==> config.mk <==
export PLATFORM = sky130hd
export DESIGN_NAME = sample_playback_ctrl_flat
export DESIGN_NICKNAME = d
export VERILOG_FILES = /design/src/rtl/sample_playback_ctrl_if.sv /design/src/rtl/sample_playback_ctrl.sv /design/src/flat_wrapper.sv
export SDC_FILE = /design/constraint.sdc
export NUM_CORES = 1
export LEC_CHECK = 0
export BUFFER_PORTS_ARGS = -buffer_cell sky130_fd_sc_hd__buf_2
export CAP_MARGIN = 40
export CORE_MARGIN = 5
export CORE_UTILIZATION = 50
export CTS_BUF_LIST = sky130_fd_sc_hd__clkbuf_16
export DETAILED_ROUTE_END_ITERATION = 6
export PLACE_DENSITY = 0.77
export SYNTH_ARGS = -nofsm -noshare
export SYNTH_HDL_FRONTEND = slang
export SYNTH_SLANG_ARGS = --single-unit
==> constraint.sdc <==
create_clock -name clk -period 2.4 [get_ports clk]
set_input_delay 0.24 -clock clk [delete_from_list [all_inputs] [get_ports clk]]
set_output_delay 0.24 -clock clk [all_outputs]
set_load 0.05 [all_outputs]
==> src/rtl/sample_playback_ctrl_if.sv <==
// Memory read port and DAC valid/ready port of the sample playback sequencer.
// master = sequencer side, slave = memory/DAC side.
interface sample_playback_ctrl_if #(
    parameter int ADDR_W = 4,
    parameter int DATA_W = 12
);
    logic              mem_rd;
    logic [ADDR_W-1:0] mem_addr;
    logic [DATA_W-1:0] mem_data;
    logic [DATA_W-1:0] dac_data;
    logic              dac_valid;
    logic              dac_ready;

    modport master (
        output mem_rd, mem_addr, dac_data, dac_valid,
        input  mem_data, dac_ready
    );

    modport slave (
        input  mem_rd, mem_addr, dac_data, dac_valid,
        output mem_data, dac_ready
    );
endinterface

==> src/rtl/sample_playback_ctrl.sv <==
// Sample-table playback sequencer: rate prescaler, table address walk, 1-cycle memory
// reads and DAC handshake. Optional PLAYBACK_START_ADDR_EN adds a start/wrap address input.
module sample_playback_ctrl #(
    parameter  int SIZE   = 12,
    parameter  int DATA_W = 12,
    parameter  int DIV_W  = 16,
    localparam int ADDR_W = (SIZE > 1) ? $clog2(SIZE) : 1
) (
    input  logic                  clk,
    input  logic                  need_reset,
    input  logic                  start,
    input  logic                  stop,
    input  logic                  oneshot,
    input  logic [DIV_W-1:0]      div,
`ifdef PLAYBACK_START_ADDR_EN
    input  logic [ADDR_W-1:0]     start_addr,
`endif
    output logic                  busy,
    output logic                  done,
    output logic                  miss,
    sample_playback_ctrl_if.master bus
);

    typedef enum logic [1:0] {IDLE, WAIT, FETCH, HOLD} state_t;

    localparam logic [ADDR_W-1:0] LAST = ADDR_W'(SIZE - 1);

    state_t            state;
    logic [DIV_W-1:0]  presc;
    logic [DIV_W-1:0]  div_l;
    logic              oneshot_l;
    logic [ADDR_W-1:0] start_l;
    logic [ADDR_W-1:0] addr;
    logic [DATA_W-1:0] sample;
    logic              valid;
    logic              stop_pend;
    logic              tick;

`ifdef PLAYBACK_START_ADDR_EN
    logic [ADDR_W-1:0] start_a;
    // Out-of-range start addresses fall back to the table base
    assign start_a = (int'(start_addr) >= SIZE) ? '0 : start_addr;
`else
    localparam logic [ADDR_W-1:0] start_a = '0;
`endif

    assign tick          = (state != IDLE) && (presc == div_l);
    // Read is issued in the tick cycle so the sample lands in FETCH one clock later
    assign bus.mem_rd    = (state == WAIT) && tick && !stop;
    assign bus.mem_addr  = addr;
    assign bus.dac_data  = sample;
    assign bus.dac_valid = valid;
    assign busy          = (state != IDLE);

    always_ff @(posedge clk or posedge need_reset) begin
        if (need_reset) begin
            state     <= IDLE;
            presc     <= '0;
            div_l     <= '0;
            oneshot_l <= 1'b0;
            start_l   <= '0;
            addr      <= '0;
            sample    <= '0;
            valid     <= 1'b0;
            stop_pend <= 1'b0;
            done      <= 1'b0;
            miss      <= 1'b0;
        end else begin
            done <= 1'b0;
            miss <= 1'b0;
            if (state != IDLE)
                presc <= (presc == div_l) ? '0 : presc + 1'b1;

            case (state)
                IDLE: begin
                    if (start && !stop) begin
                        div_l     <= div;
                        oneshot_l <= oneshot;
                        start_l   <= start_a;
                        addr      <= start_a;
                        presc     <= '0;
                        stop_pend <= 1'b0;
                        state     <= WAIT;
                    end
                end
                WAIT: begin
                    if (stop) begin
                        done  <= 1'b1;
                        state <= IDLE;
                    end else if (tick) begin
                        state <= FETCH;
                    end
                end
                FETCH: begin
                    sample <= bus.mem_data;
                    valid  <= 1'b1;
                    state  <= HOLD;
                    if (tick) miss      <= 1'b1;
                    if (stop) stop_pend <= 1'b1;
                end
                HOLD: begin
                    // A tick here is dropped even if the transfer completes this cycle
                    if (tick) miss      <= 1'b1;
                    if (stop) stop_pend <= 1'b1;
                    if (bus.dac_ready) begin
                        valid <= 1'b0;
                        if (stop_pend || stop) begin
                            done  <= 1'b1;
                            state <= IDLE;
                        end else if (addr == LAST) begin
                            if (oneshot_l) begin
                                done  <= 1'b1;
                                state <= IDLE;
                            end else begin
                                addr  <= start_l;
                                state <= WAIT;
                            end
                        end else begin
                            addr  <= addr + 1'b1;
                            state <= WAIT;
                        end
                    end
                end
                default: state <= IDLE;
            endcase
        end
    end

endmodule

==> src/flat_wrapper.sv <==
// flat-port wrapper written by rule: the top's interface ports become plain ports
module sample_playback_ctrl_flat 
#(
    parameter  int SIZE   = 12,
    parameter  int DATA_W = 12,
    parameter  int DIV_W  = 16,
    localparam int ADDR_W = (SIZE > 1) ? $clog2(SIZE) : 1
)
  (clk, need_reset, start, stop, oneshot, div, busy, done, miss, bus_mem_rd, bus_mem_addr, bus_dac_data, bus_dac_valid, bus_mem_data, bus_dac_ready);
  sample_playback_ctrl_if #(.ADDR_W(ADDR_W), .DATA_W(DATA_W)) bus_i ();
  input  logic clk;
  input  logic need_reset;
  input  logic start;
  input  logic stop;
  input  logic oneshot;
  input  logic [DIV_W-1:0] div;
  output logic busy;
  output logic done;
  output logic miss;
  output wire logic [$bits(bus_i.mem_rd)-1:0] bus_mem_rd;
  output wire logic [$bits(bus_i.mem_addr)-1:0] bus_mem_addr;
  output wire logic [$bits(bus_i.dac_data)-1:0] bus_dac_data;
  output wire logic [$bits(bus_i.dac_valid)-1:0] bus_dac_valid;
  input wire logic [$bits(bus_i.mem_data)-1:0] bus_mem_data;
  input wire logic [$bits(bus_i.dac_ready)-1:0] bus_dac_ready;
  assign bus_mem_rd = bus_i.mem_rd;
  assign bus_mem_addr = bus_i.mem_addr;
  assign bus_dac_data = bus_i.dac_data;
  assign bus_dac_valid = bus_i.dac_valid;
  assign bus_i.mem_data = bus_mem_data;
  assign bus_i.dac_ready = bus_dac_ready;
  sample_playback_ctrl #(.SIZE(SIZE), .DATA_W(DATA_W), .DIV_W(DIV_W)) u_core (.clk(clk), .need_reset(need_reset), .start(start), .stop(stop), .oneshot(oneshot), .div(div), .busy(busy), .done(done), .miss(miss), .bus(bus_i));
endmodule
* After elaboration in Yosys (flattened, before gate mapping)
Cells that the tools add are included.
** Word-level totals
- Register bits :: 55
- Bits in latches :: 0
- Bits in writable memories :: 0
- ROM bits :: 0
- Input port bits :: 34
- Output and inout bits :: 21
- Logic and storage cells :: 71
- Memories :: 0
** Operators by class
- $add $sub $neg :: 2
- $mul :: 0
- Div/mod/pow operators :: 0
- Magnitude comparators :: 0
- Equal/unequal tests :: 11
- Shift-type cells :: 0
- Mux-type cells :: 31
- Bitwise logic cells :: 0
- Reduce and logical (&&, ||, !) cells :: 17
** Operators with widths (count)
- 16-bit 2-to-1 mux :: 4
- 4-bit 2-to-1 mux :: 5
- 16-bit by 1-bit adder with 16-bit output (second input constant) :: 1
- 16-bit equality test :: 1
- 1-bit 2-to-1 mux :: 12
- 2-bit 2-to-1 mux :: 5
- 2-bit case mux with 4 select lines :: 1
- 4-bit case mux with 2 select lines :: 1
- 2-bit nonzero test :: 4
- 1-bit case mux with 2 select lines :: 3
- 3-bit AND reduction :: 2
- 5-bit AND reduction :: 1
- 4-bit by 1-bit adder with 4-bit output (second input constant) :: 1
- 2-bit equality test (second input constant) :: 2
- 4-bit equality test (second input constant) :: 1
- 1-bit logical AND :: 4
- 2-bit by 1-bit inequality test with 1-bit output (second input constant) :: 2
- 2-bit inequality test (second input constant) :: 2
- 2-bit AND reduction :: 2
- 3-bit by 2-bit inequality test with 1-bit output (second input constant) :: 1
- 3-bit inequality test (second input constant) :: 1
- 2-bit by 1-bit equality test with 1-bit output (second input constant) :: 1
- 2-bit zero test :: 1
- 2-bit OR reduction :: 1
- other kinds (2) :: 2

* Longest topological paths before layout
Gate-level depths: netlist (run 1).
- Depth after elaboration :: 5
- Gate-level depth with buffers :: 7
- Depth with buffers taken out :: 6

* Worst setup path before layout (run 1)
Ideal clock, no wire load.
- Path kind :: register to register
- From :: register u_core.addr[0] (netlist: u_core.bus.mem_addr[0])
- To :: register u_core.addr[0] (netlist: u_core.bus.mem_addr[0])
- Library setup time :: 65 ps
- Arrival :: 2048 ps
- Data required time :: 2335 ps
- Path slack :: 287 ps
- Stages on the path, launching flop included :: 7
- Buffers on the path :: 0
- Period minus slack after synthesis :: 2113 ps
- Path through :: dfrtp_1 -> ha_1 -> and2b_4 -> a311oi_2 -> a41oi_4 -> a2111oi_2 -> a21o_1
** On the way
- Word-level cells in the longest chain between the ends :: 5
- Elaborated cells on any way between the ends :: 8
- Those cells by class :: add/sub: 1; eq/ne: 2; mux: 4; reduce/logical: 1
** RTL lines
- start, declared :: RTL line sample_playback_ctrl.sv:33 : logic [ADDR_W-1:0] addr;
- start signal, assigned :: RTL line sample_playback_ctrl.sv:80 : addr <= start_a;
- start signal, assigned :: RTL line sample_playback_ctrl.sv:115 : addr <= start_l;
- start signal, assigned :: RTL line sample_playback_ctrl.sv:119 : addr <= addr + 1'b1;
- 4-bit by 1-bit adder with 4-bit output / 4-bit equality test (equally long branches) :: RTL line sample_playback_ctrl.sv:119, sample_playback_ctrl.sv:110
- 4-bit 2-to-1 mux :: RTL line sample_playback_ctrl.sv:110 : end else if (addr == LAST) begin
- 4-bit 2-to-1 mux :: RTL line sample_playback_ctrl.sv:107 : if (stop_pend || stop) begin
- 4-bit 2-to-1 mux :: RTL line sample_playback_ctrl.sv:105 : if (bus.dac_ready) begin
- 4-bit case mux with 2 select lines :: RTL line sample_playback_ctrl.sv:74 : case (state)
Several ways; a longest one is shown, not always the timed one. The select of a mux whose other input is x is not followed.
A chain may end at the register's enable or synchronous reset.

* Worst setup path after layout (run 1)
- From :: register u_core.presc[3]
- To :: output bus_mem_rd
** On the way
- Word-level cells in the longest chain between the ends :: 4
** RTL lines
- start, declared :: RTL line sample_playback_ctrl.sv:29 : logic [DIV_W-1:0] presc;
- start signal, assigned :: RTL line sample_playback_ctrl.sv:72 : presc <= (presc == div_l) ? '0 : presc + 1'b1;
- 16-bit equality test :: RTL line sample_playback_ctrl.sv:47 : assign tick = (state != IDLE) && (presc == div_l);
- 1-bit logical AND :: RTL line sample_playback_ctrl.sv:47
- 1-bit logical AND (2 in a row) :: RTL line sample_playback_ctrl.sv:49 : assign bus.mem_rd = (state == WAIT) && tick && !stop;
- end, declared :: RTL line flat_wrapper.sv:20 : output wire logic [$bits(bus_i.mem_rd)-1:0] bus_mem_rd;
No other way between the ends.

==> impl_results.md, run 1 <==
* H-Tree Depth at 2
* Hold-fix buffers, CTS at 0
* Fin crit share at 92.1%
* Post-DRT Antenna Nets at 0
* Via-per-instance ratio at 5.21
* I/O pin count at 55
* Via count at 1,765
* Largest net degree at the start of global routing at 29
* Status: complete, no violations
* Buf/Inv on CP at 1
* Synth Register Bits at 55
* Asr flop ratio synth at 100%
* Setup TNS at 0 ns
* First-pass GRT wire length at 8.32 mm
* RSZ-0062 raised after global routing: false
* Hold Vio Cnt, Final at 0
* Final Critical Period at 2.21 ns
* HPWL after detailed placement at 3.76 mm
* Max cap viols at 0
* Power per cell area at 1110 nW/µm²
* Filler Cells Inserted at 413
* Clk root buf: clkbuf_16
* Number of global-route vias before repair at 1,800
* Post-route cell area at 3060 µm²
* Syn_nets at 244
* Total global routing overflow at 0
* Crit Path Max Fanout at 6
* GRT Overall Usage at 16.4%
* Register area share after synthesis at 53.9%
* Distinct cells, synth at 40
* CTS tree: built
* Worst setup EP type: output port
* Largest incremental delay on the critical path at 0.45 ns
* Core box area at 5040 µm²
* Slowest cell on the critical path: dfrtp_1
* Area growth syn-to-layout at 20.0%
* Initial Util at 50.6%
* Worst EP required at 2.16 ns
* Core Util, Final at 60.8%
* Die area at 6640 µm²
* Die width at 81.5 µm
* Post-DR wirelength/cell at 14.7 µm
* Leakage at 1.46 nW
* CTS Buf Count at 5
* # DRC at 0
* Relative slew slack at 61.1%
* Maximum VDD drop at 693 µV
* CTS sink cnt at 55
* Primary FF master, synth: dfrtp_1
* Cell Area, Placed at 2900 µm²
* Post-synth EDFFs at 0
* Initial DRC count at 113
* Fmax at 452 MHz
* Cells after Synth at 208
* Slew Viols, Final at 0
* Crit path launch type: flip-flop
* Initial antenna violation count at 0
* TritonRoute pass-1 iters at 4
* Final setup viols at 0
* CTS clk-pin slew, worst paths at 0.07 ns
* Largest delay share family, worst path: simple AND/OR/NAND/NOR gates
* Total wire length at 4.98 mm
* Syn. warnings at 0
* Worst Tran Pin Value at 0.583 ns
* Final net count at 304
* Clock skew at 0.00547 ns
* Hold WC Path Type: in -> async
* Syn avg cell area at 12.3 µm²
* Synthesized cell area at 2550 µm²
* # diodes at 0
* Row count at 26
* Crit path cell chain: xor2_1 > nor4_2 > nand4_1 > nor2_1 > buf_2
* Worst-Skew Late Latency at 0.29 ns
* Port Buffers at 54
* Critical path class: reg -> out
* WP data arrival at 1.97 ns
* Die Span Y at 81.5 µm
* Layout cells sized above 1 at 40.1%
* Final GP Congestion at 0.823
* Maximum buffer depth of the clock tree at 2
## layer usage
| layer | vias to the layer above | wire length, µm | GRT usage, % |
|---|---|---|---|
| met5 | - | 0 | 0 |
| met4 | 0 | 84 | 6.93 |
| met1 | 850 | 2160 | 21.5 |
| met3 | 8 | 241 | 3.40 |
| met2 | 49 | 2490 | 26.5 |
| li1 | 858 | - | - |
## cell families (layout without fill, tap and decap cells)
logic type | after synthesis | count (layout) | share of synthesized area (%)
AND/OR/NAND/NOR | 57 | 57 | 11.6
multiplexers | 29 | 29 | 12.8
buffers and inverters | 14 | 75 | 3.28
adder cells (fa/ha/maj) | 2 | 2 | 0.980
AO/OA/AOI/OAI | 24 | 24 | 8.18
XOR/XNOR | 27 | 27 | 9.26
flip-flops | 55 | 55 | 53.9
## final timing paths
check | slack (ns) | end | start | cells after the start
min in group clk | 0.18 | u_core.bus.dac_data[6] | bus_mem_data[6] | 2
max reg2reg | 0.40 | u_core.bus.mem_addr[2] | u_core.state[0] | 6
max in group asynchronous | 1.77 | u_core.bus.mem_addr[3] | need_reset | 3
max | 0.19 | bus_mem_rd | u_core.presc[3] | 5
min | 0.005 | u_core.div_l[13] | need_reset | 2
min reg2reg | 0.49 | u_core.bus.dac_valid | u_core.bus.dac_valid | 1
## what timing repair did
action                     CTS  global route
setup buffers                0             1
gates resized for setup      0             2
setup endpoints to repair    0             1
## stage by stage
step | setup slack (ns) | cells | hold WS [ns] | total power [mW]
global route | 0.0222 | 339 | 0.0611 | 3.58
CTS | 0.0650 | 338 | 0.0270 | 3.40
global placement | 0.392 | 330 | 0.334 | 2.66
floorplan | 0.287 | 208 | 0.357 | 2.42
detailed placement | 0.387 | 330 | 0.340 | 2.70
finish | 0.189 | 339 | 0.00510 | 3.39
## state kept, by name (all words and copies together), names as in the netlist, named ones only
register,count
u_core.state,1
u_core.bus.dac_data,12
u_core.div_l,16
u_core.oneshot_l,1
u_core.done,1
u_core.miss,1
u_core.stop_pend,1
u_core.presc,16
u_core.bus.mem_addr,4
u_core.bus.dac_valid,1
## final cells by class
cell class                      instances  area [µm²]  share of cell area (%)
Sequential cell                        55        1380                    44.9
Inverter                                5        18.8                   0.612
Clock buffer                            5         125                    4.08
Timing Repair Buffer                   62         330                    10.8
Clock inverter                          3        20.0                   0.653
Tap cell                               70        87.6                    2.86
Multi-Input combinational cell        139        1110                    36.1
## cell usage in the layout, fill, tap and decap left out, drive strengths merged, types with 4 or more instances in the layout
cell and instances:
nor4 5, nand4 4, buf 62, xor2 24, mux2 29, nor2 16, dfrtp 55, nand3 6
clkbuf 5, o22ai 4, inv 5, nand2 11
## power breakdown
part	switching, mW	total, mW	internal (mW)
combinational	0.795	1.25	0.458
clock	0.313	0.698	0.384
sequential	0.222	1.44	1.22
## Yosys cell counts, types with 2 or more instances
cell type	count	area, µm²
a21oi_1	2	10.0
buf_6	3	33.8
inv_1	5	18.8
o21ai_0	3	15.0
and4_1	2	17.5
nand4_1	4	25.0
mux2_2	29	327
dfrtp_1	55	1380
a21o_1	3	22.5
a32o_1	2	20.0
nor3_1	3	15.0
a41oi_1	2	17.5
nor4_1	5	31.3
nand3_1	6	30.0
nor2_1	16	60.1
nand2_1	11	41.3
xor2_1	24	210
o22ai_1	4	25.0
ha_1	2	25.0
and2_1	2	12.5
xnor2_1	3	26.3
buf_2	4	20.0
Note: power is estimated with default switching activity, not from simulation.
==> run 2, diff against run 1 <==
Settings changed: CORE_ASPECT_RATIO from default to 1.1.
==> impl_results.md, run 2 (synthesis results as in run 1) <==
* Status: complete, no violations
* Row count at 27
* Via-per-instance ratio at 5.43
* Leakage at 1.50 nW
* TritonRoute pass-1 iters at 4
* Fin crit share at 98.1%
* Core Util, Final at 62.1%
* CTS sink cnt at 55
* Worst setup EP type: output port
* Core box area at 5000 µm²
* Port Buffers at 54
* Most common cell after layout, fill and taps aside: dfrtp_1
* Hold Vio Cnt, Final at 0
* CTS tree: built
* CTS clk-pin slew, worst paths at 0.07 ns
* CTS Buf Count at 5
* Worst EP required at 2.16 ns
* Buf/Inv on CP at 1
* WP data arrival at 2.11 ns
* Relative slew slack at 56.0%
* Crit Path Max Fanout at 7
* Final GP Congestion at 0.838
* Slowest cell on the critical path: dfrtp_1
* Hold WC Path Type: in -> async
* Largest incremental delay on the critical path at 0.45 ns
* Largest delay share family, worst path: simple AND/OR/NAND/NOR gates
* Worst Tran Pin Value at 0.659 ns
* HPWL after detailed placement at 3.69 mm
* Clock skew at 0.00575 ns
* GRT Overall Usage at 16.4%
* Layout cells sized above 1 at 40.4%
* Post-DR wirelength/cell at 16.0 µm
* Total global routing overflow at 0
* Total wire length at 5.24 mm
* Worst-Skew Late Latency at 0.29 ns
* Initial Util at 51.1%
* Hold-fix buffers, CTS at 0
* Maximum VDD drop at 699 µV
* Crit path cell chain: xor2_1 > nor4_2 > nand4_1 > nor2_1 > buf_2
* Critical path class: reg -> out
* Area growth syn-to-layout at 21.7%
* Via count at 1,782
* Maximum buffer depth of the clock tree at 2
* Post-DRT Antenna Nets at 0
* Initial antenna violation count at 0
* Non-Filler Instances at 328
* Fmax at 425 MHz
* Number of global-route vias before repair at 1,809
* Most frequent cells in the layout: 55 x dfrtp_1, 54 x buf_2, 29 x mux2_2
* Setup TNS at 0 ns
* I/O pin count at 55
* Die Span Y at 85.0 µm
* Initial DRC count at 133
* Die area at 6640 µm²
* Power per cell area at 1170 nW/µm²
* Slew Viols, Final at 0
* First-pass GRT wire length at 8.59 mm
* H-Tree Depth at 2
* Final net count at 305
* Final Critical Period at 2.35 ns
* Clk root buf: clkbuf_16
* Crit path launch type: flip-flop
* Final setup viols at 0
* Max cap viols at 0
* # DRC at 0
* Largest net degree at the start of global routing at 31
* # diodes at 0
* Die width at 78.1 µm
* Placed cells at 318
[run 2: path summary, 6_finish.rpt]
path	depth (start not counted)	start	slack, ns	endpoint
worst min-delay path	2	need_reset	0.04	u_core.div_l[9]
worst max register to register	7	u_core.presc[7]	0.33	u_core.presc[6]
worst min register to register	1	u_core.bus.dac_data[1]	0.50	u_core.bus.dac_data[1]
worst max-delay path	5	u_core.presc[7]	0.05	bus_mem_rd
max in group asynchronous	3	need_reset	1.71	u_core.presc[15]
min in group clk	2	bus_mem_data[11]	0.18	u_core.bus.dac_data[11]
[run 2: timing repair]
item,in CTS,in global routing
pin swaps,0,1
resized for setup,2,1
setup buffers,0,2
endpoints found under the setup margin,1,1
[run 2: layout make-up]
type                       instances  area, µm²
clock buffer                       5        125
fill                             403       1890
timing repair buffer              63        338
inverter                           5       18.8
clock inverter                     3       63.8
multi-input combinational        139       1110
sequential                        55       1380
tap                               58       72.6
[run 2: stage by stage]
stage / total power [mW] / hold WS (ns) / setup slack [ns] / cell area, µm²
2_1_floorplan: 2.42 / 0.357 / 0.287 / 2550
3_3_place_gp: 2.66 / 0.363 / 0.347 / 2880
3_5_place_dp: 2.70 / 0.370 / 0.331 / 2880
4_1_cts: 3.64 / 0.0533 / 0.0326 / 3090
5_1_grt: 3.82 / 0.0870 / -0.0558 / 3110
6_report: 3.62 / 0.0384 / 0.0452 / 3110
[run 2: power by group]
group | total, mW | switching [mW] | leakage, nW | internal (mW)
Sequential | 1.43 | 0.215 | 0.705 | 1.22
Clock | 0.909 | 0.315 | 0.0952 | 0.594
Combinational | 1.28 | 0.821 | 0.697 | 0.461
[run 2: layer usage]
| layer | up-vias | global-route usage, % | part of all wire, % |
|---|---|---|---|
| met5 | - | 0 | 0 |
| met4 | 0 | 7.31 | 2.4 |
| met3 | 11 | 3.40 | 4.7 |
| met2 | 48 | 27.0 | 51 |
| met1 | 866 | 20.9 | 42 |
| li1 | 857 | - | - |
==> run 3, diff against run 2 <==
Clock period 2.4 ns to 2.21 ns, I/O delays scaled along.
==> impl_results.md, run 3 (synthesis results as in run 1) <==
* Critical path class: reg -> out
* Die width at 78.1 µm
* Leakage at 1.47 nW
* WP data arrival at 1.87 ns
* CTS clk-pin slew, worst paths at 0.07 ns
* Row count at 27
* Global route hottest layer: met2
* Setup TNS at 0 ns
* Tot Pwr at 3.72 mW
* Final setup viols at 0
* Initial Util at 51.1%
* Crit path launch type: flip-flop
* Power per cell area at 1210 nW/µm²
* Fin crit share at 94.7%
* M3 GR Usage at 3.61%
* First-pass GRT wire length at 8.61 mm
* Final net count at 306
* Most common cell after layout, fill and taps aside: dfrtp_1
* Final GP Congestion at 0.801
* H-Tree Depth at 2
* Layout cells sized above 1 at 40.7%
* Met2 Track Usage GR at 27.8%
* Core box area at 5000 µm²
* Fin worst setup slack at 0.117 ns
* Number of global-route vias before repair at 1,816
* Fmax at 478 MHz
* Reg2reg end: u_core.bus.mem_addr[0]
* CTS tree: built
* Total wire length at 5.09 mm
* I/O pin count at 55
* Worst-Skew Late Latency at 0.29 ns
* Filler Cells Inserted at 402
* Area occupied by registers at 1380 µm²
* Non-Filler Instances at 328
* Cell Area, Placed at 2890 µm²
* Die Span Y at 85.0 µm
* Maximum buffer depth of the clock tree at 2
* TritonRoute pass-1 iters at 4
* Hold WC Path Type: in -> async
* Post-DRT Antenna Nets at 0
* Total global routing overflow at 0
* Final Critical Period at 2.09 ns
* CTS sink cnt at 55
* Hold Vio Cnt, Final at 0
* FF-to-FF path depth at 6
* RSZ-0062 raised after global routing: false
* Status: complete, no violations
* Initial antenna violation count at 0
* Worst EP required at 1.99 ns
* Reg-to-reg slack, setup at 0.22 ns
* Max cap viols at 0
* Maximum VDD drop at 614 µV
* Multi-input gate area at 1120 µm²
* Relative slew slack at 54.8%
* Placed cells at 319
* Worst setup EP type: output port
* CTS Buf Count at 5
* # diodes at 0
* Dpl ws at 0.223 ns
* Initial DRC count at 142
* M1 GR Usage at 20.1%
* Most frequent cells in the layout: 55 x dfrtp_1, 53 x buf_2, 29 x mux2_2
* Clk root buf: clkbuf_16
* Post-DR wirelength/cell at 15.5 µm
* Clock skew at 0.00644 ns
* Port Buffers at 54
* Largest net degree at the start of global routing at 56
* R2R Path Start: u_core.bus.mem_addr[0]
* Area growth syn-to-layout at 20.1%
* Via count at 1,799
* GRT Overall Usage at 16.5%
* Die area at 6640 µm²
* Slew Viols, Final at 0
* Via-per-instance ratio at 5.48
* Worst Tran Pin Value at 0.678 ns
* Post-route cell area at 3070 µm²
* HPWL after detailed placement at 3.64 mm
* # DRC at 0
* Crit Path Max Fanout at 7
-- run 3: changes by cell type in the layout (fill, tap and decap cells not counted) --
| cell | before | now |
|---|---|---|
| buf_4 | 9 | 11 |
| bufinv_16 | 2 | 0 |
| buf_2 | 54 | 53 |
| clkinv_1 | 0 | 1 |
| clkinv_2 | 0 | 1 |
| inv_1 | 5 | 4 |
| nor4_1 | 2 | 1 |
| nor4_2 | 3 | 4 |
-- run 3: stage by stage --
stage | hold slack (ns) | util, %
2_1_floorplan | 0.338 | -
3_5_place_dp | 0.454 | 57.8
5_1_grt | 0.148 | 61.4
6_report | 0.121 | 61.4
4_1_cts | 0.143 | 60.9
3_3_place_gp | 0.451 | 57.8
-- run 3: where the power goes --
| group | total [mW] | leakage [nW] | switching, mW | internal, mW |
|---|---|---|---|---|
| combinational | 1.44 | 0.701 | 0.919 | 0.521 |
| sequential | 1.54 | 0.705 | 0.217 | 1.32 |
| clock | 0.739 | 0.0671 | 0.331 | 0.408 |
-- run 3: worst max-delay path by stage --
stage	startpoint	endpoint	slack [ns]	depth (start not counted)
finish	u_core.presc[7]	bus_mem_rd	0.12	5
global placement	u_core.presc[3]	bus_mem_rd	0.21	5
CTS	u_core.presc[3]	bus_mem_rd	0.03	5
global route	u_core.presc[4]	bus_mem_rd	0.03	5
detailed placement	u_core.presc[3]	bus_mem_rd	0.22	5
floorplan	u_core.bus.mem_addr[0]	u_core.bus.mem_addr[0]	0.1	6
-- run 3: final cells by class --
cell class | instances | area share, %
Sequential cell | 55 | 44.9
Inverter | 5 | 0.612
Timing Repair Buffer | 64 | 11.3
Multi-Input combinational cell | 139 | 36.5
Clock inverter | 2 | 0.285
Tap cell | 58 | 2.37
Clock buffer | 5 | 4.08
-- run 3: critical path, stage by stage, from the launching register on --
cell and delay, ns:
dfrtp_1 0.45, xor2_1 0.18, nor4_2 0.34, nand4_1 0.20, nor2_1 0.18, buf_4 0.22
-- run 3: metal layers --
metal,part of all wire (%),vias to the layer above,wire [µm]
met5,0,-,0
met4,2.5,0,126
met3,4.7,13,240
met2,52,45,2630
met1,41,885,2090
li1,-,856,-
-- run 3: what timing repair did --
action	CTS	global route
resized for setup	4	1
pin swaps	0	2
endpoints found under the setup margin	1	1
hold buffers	0	0
buffers inserted	0	2
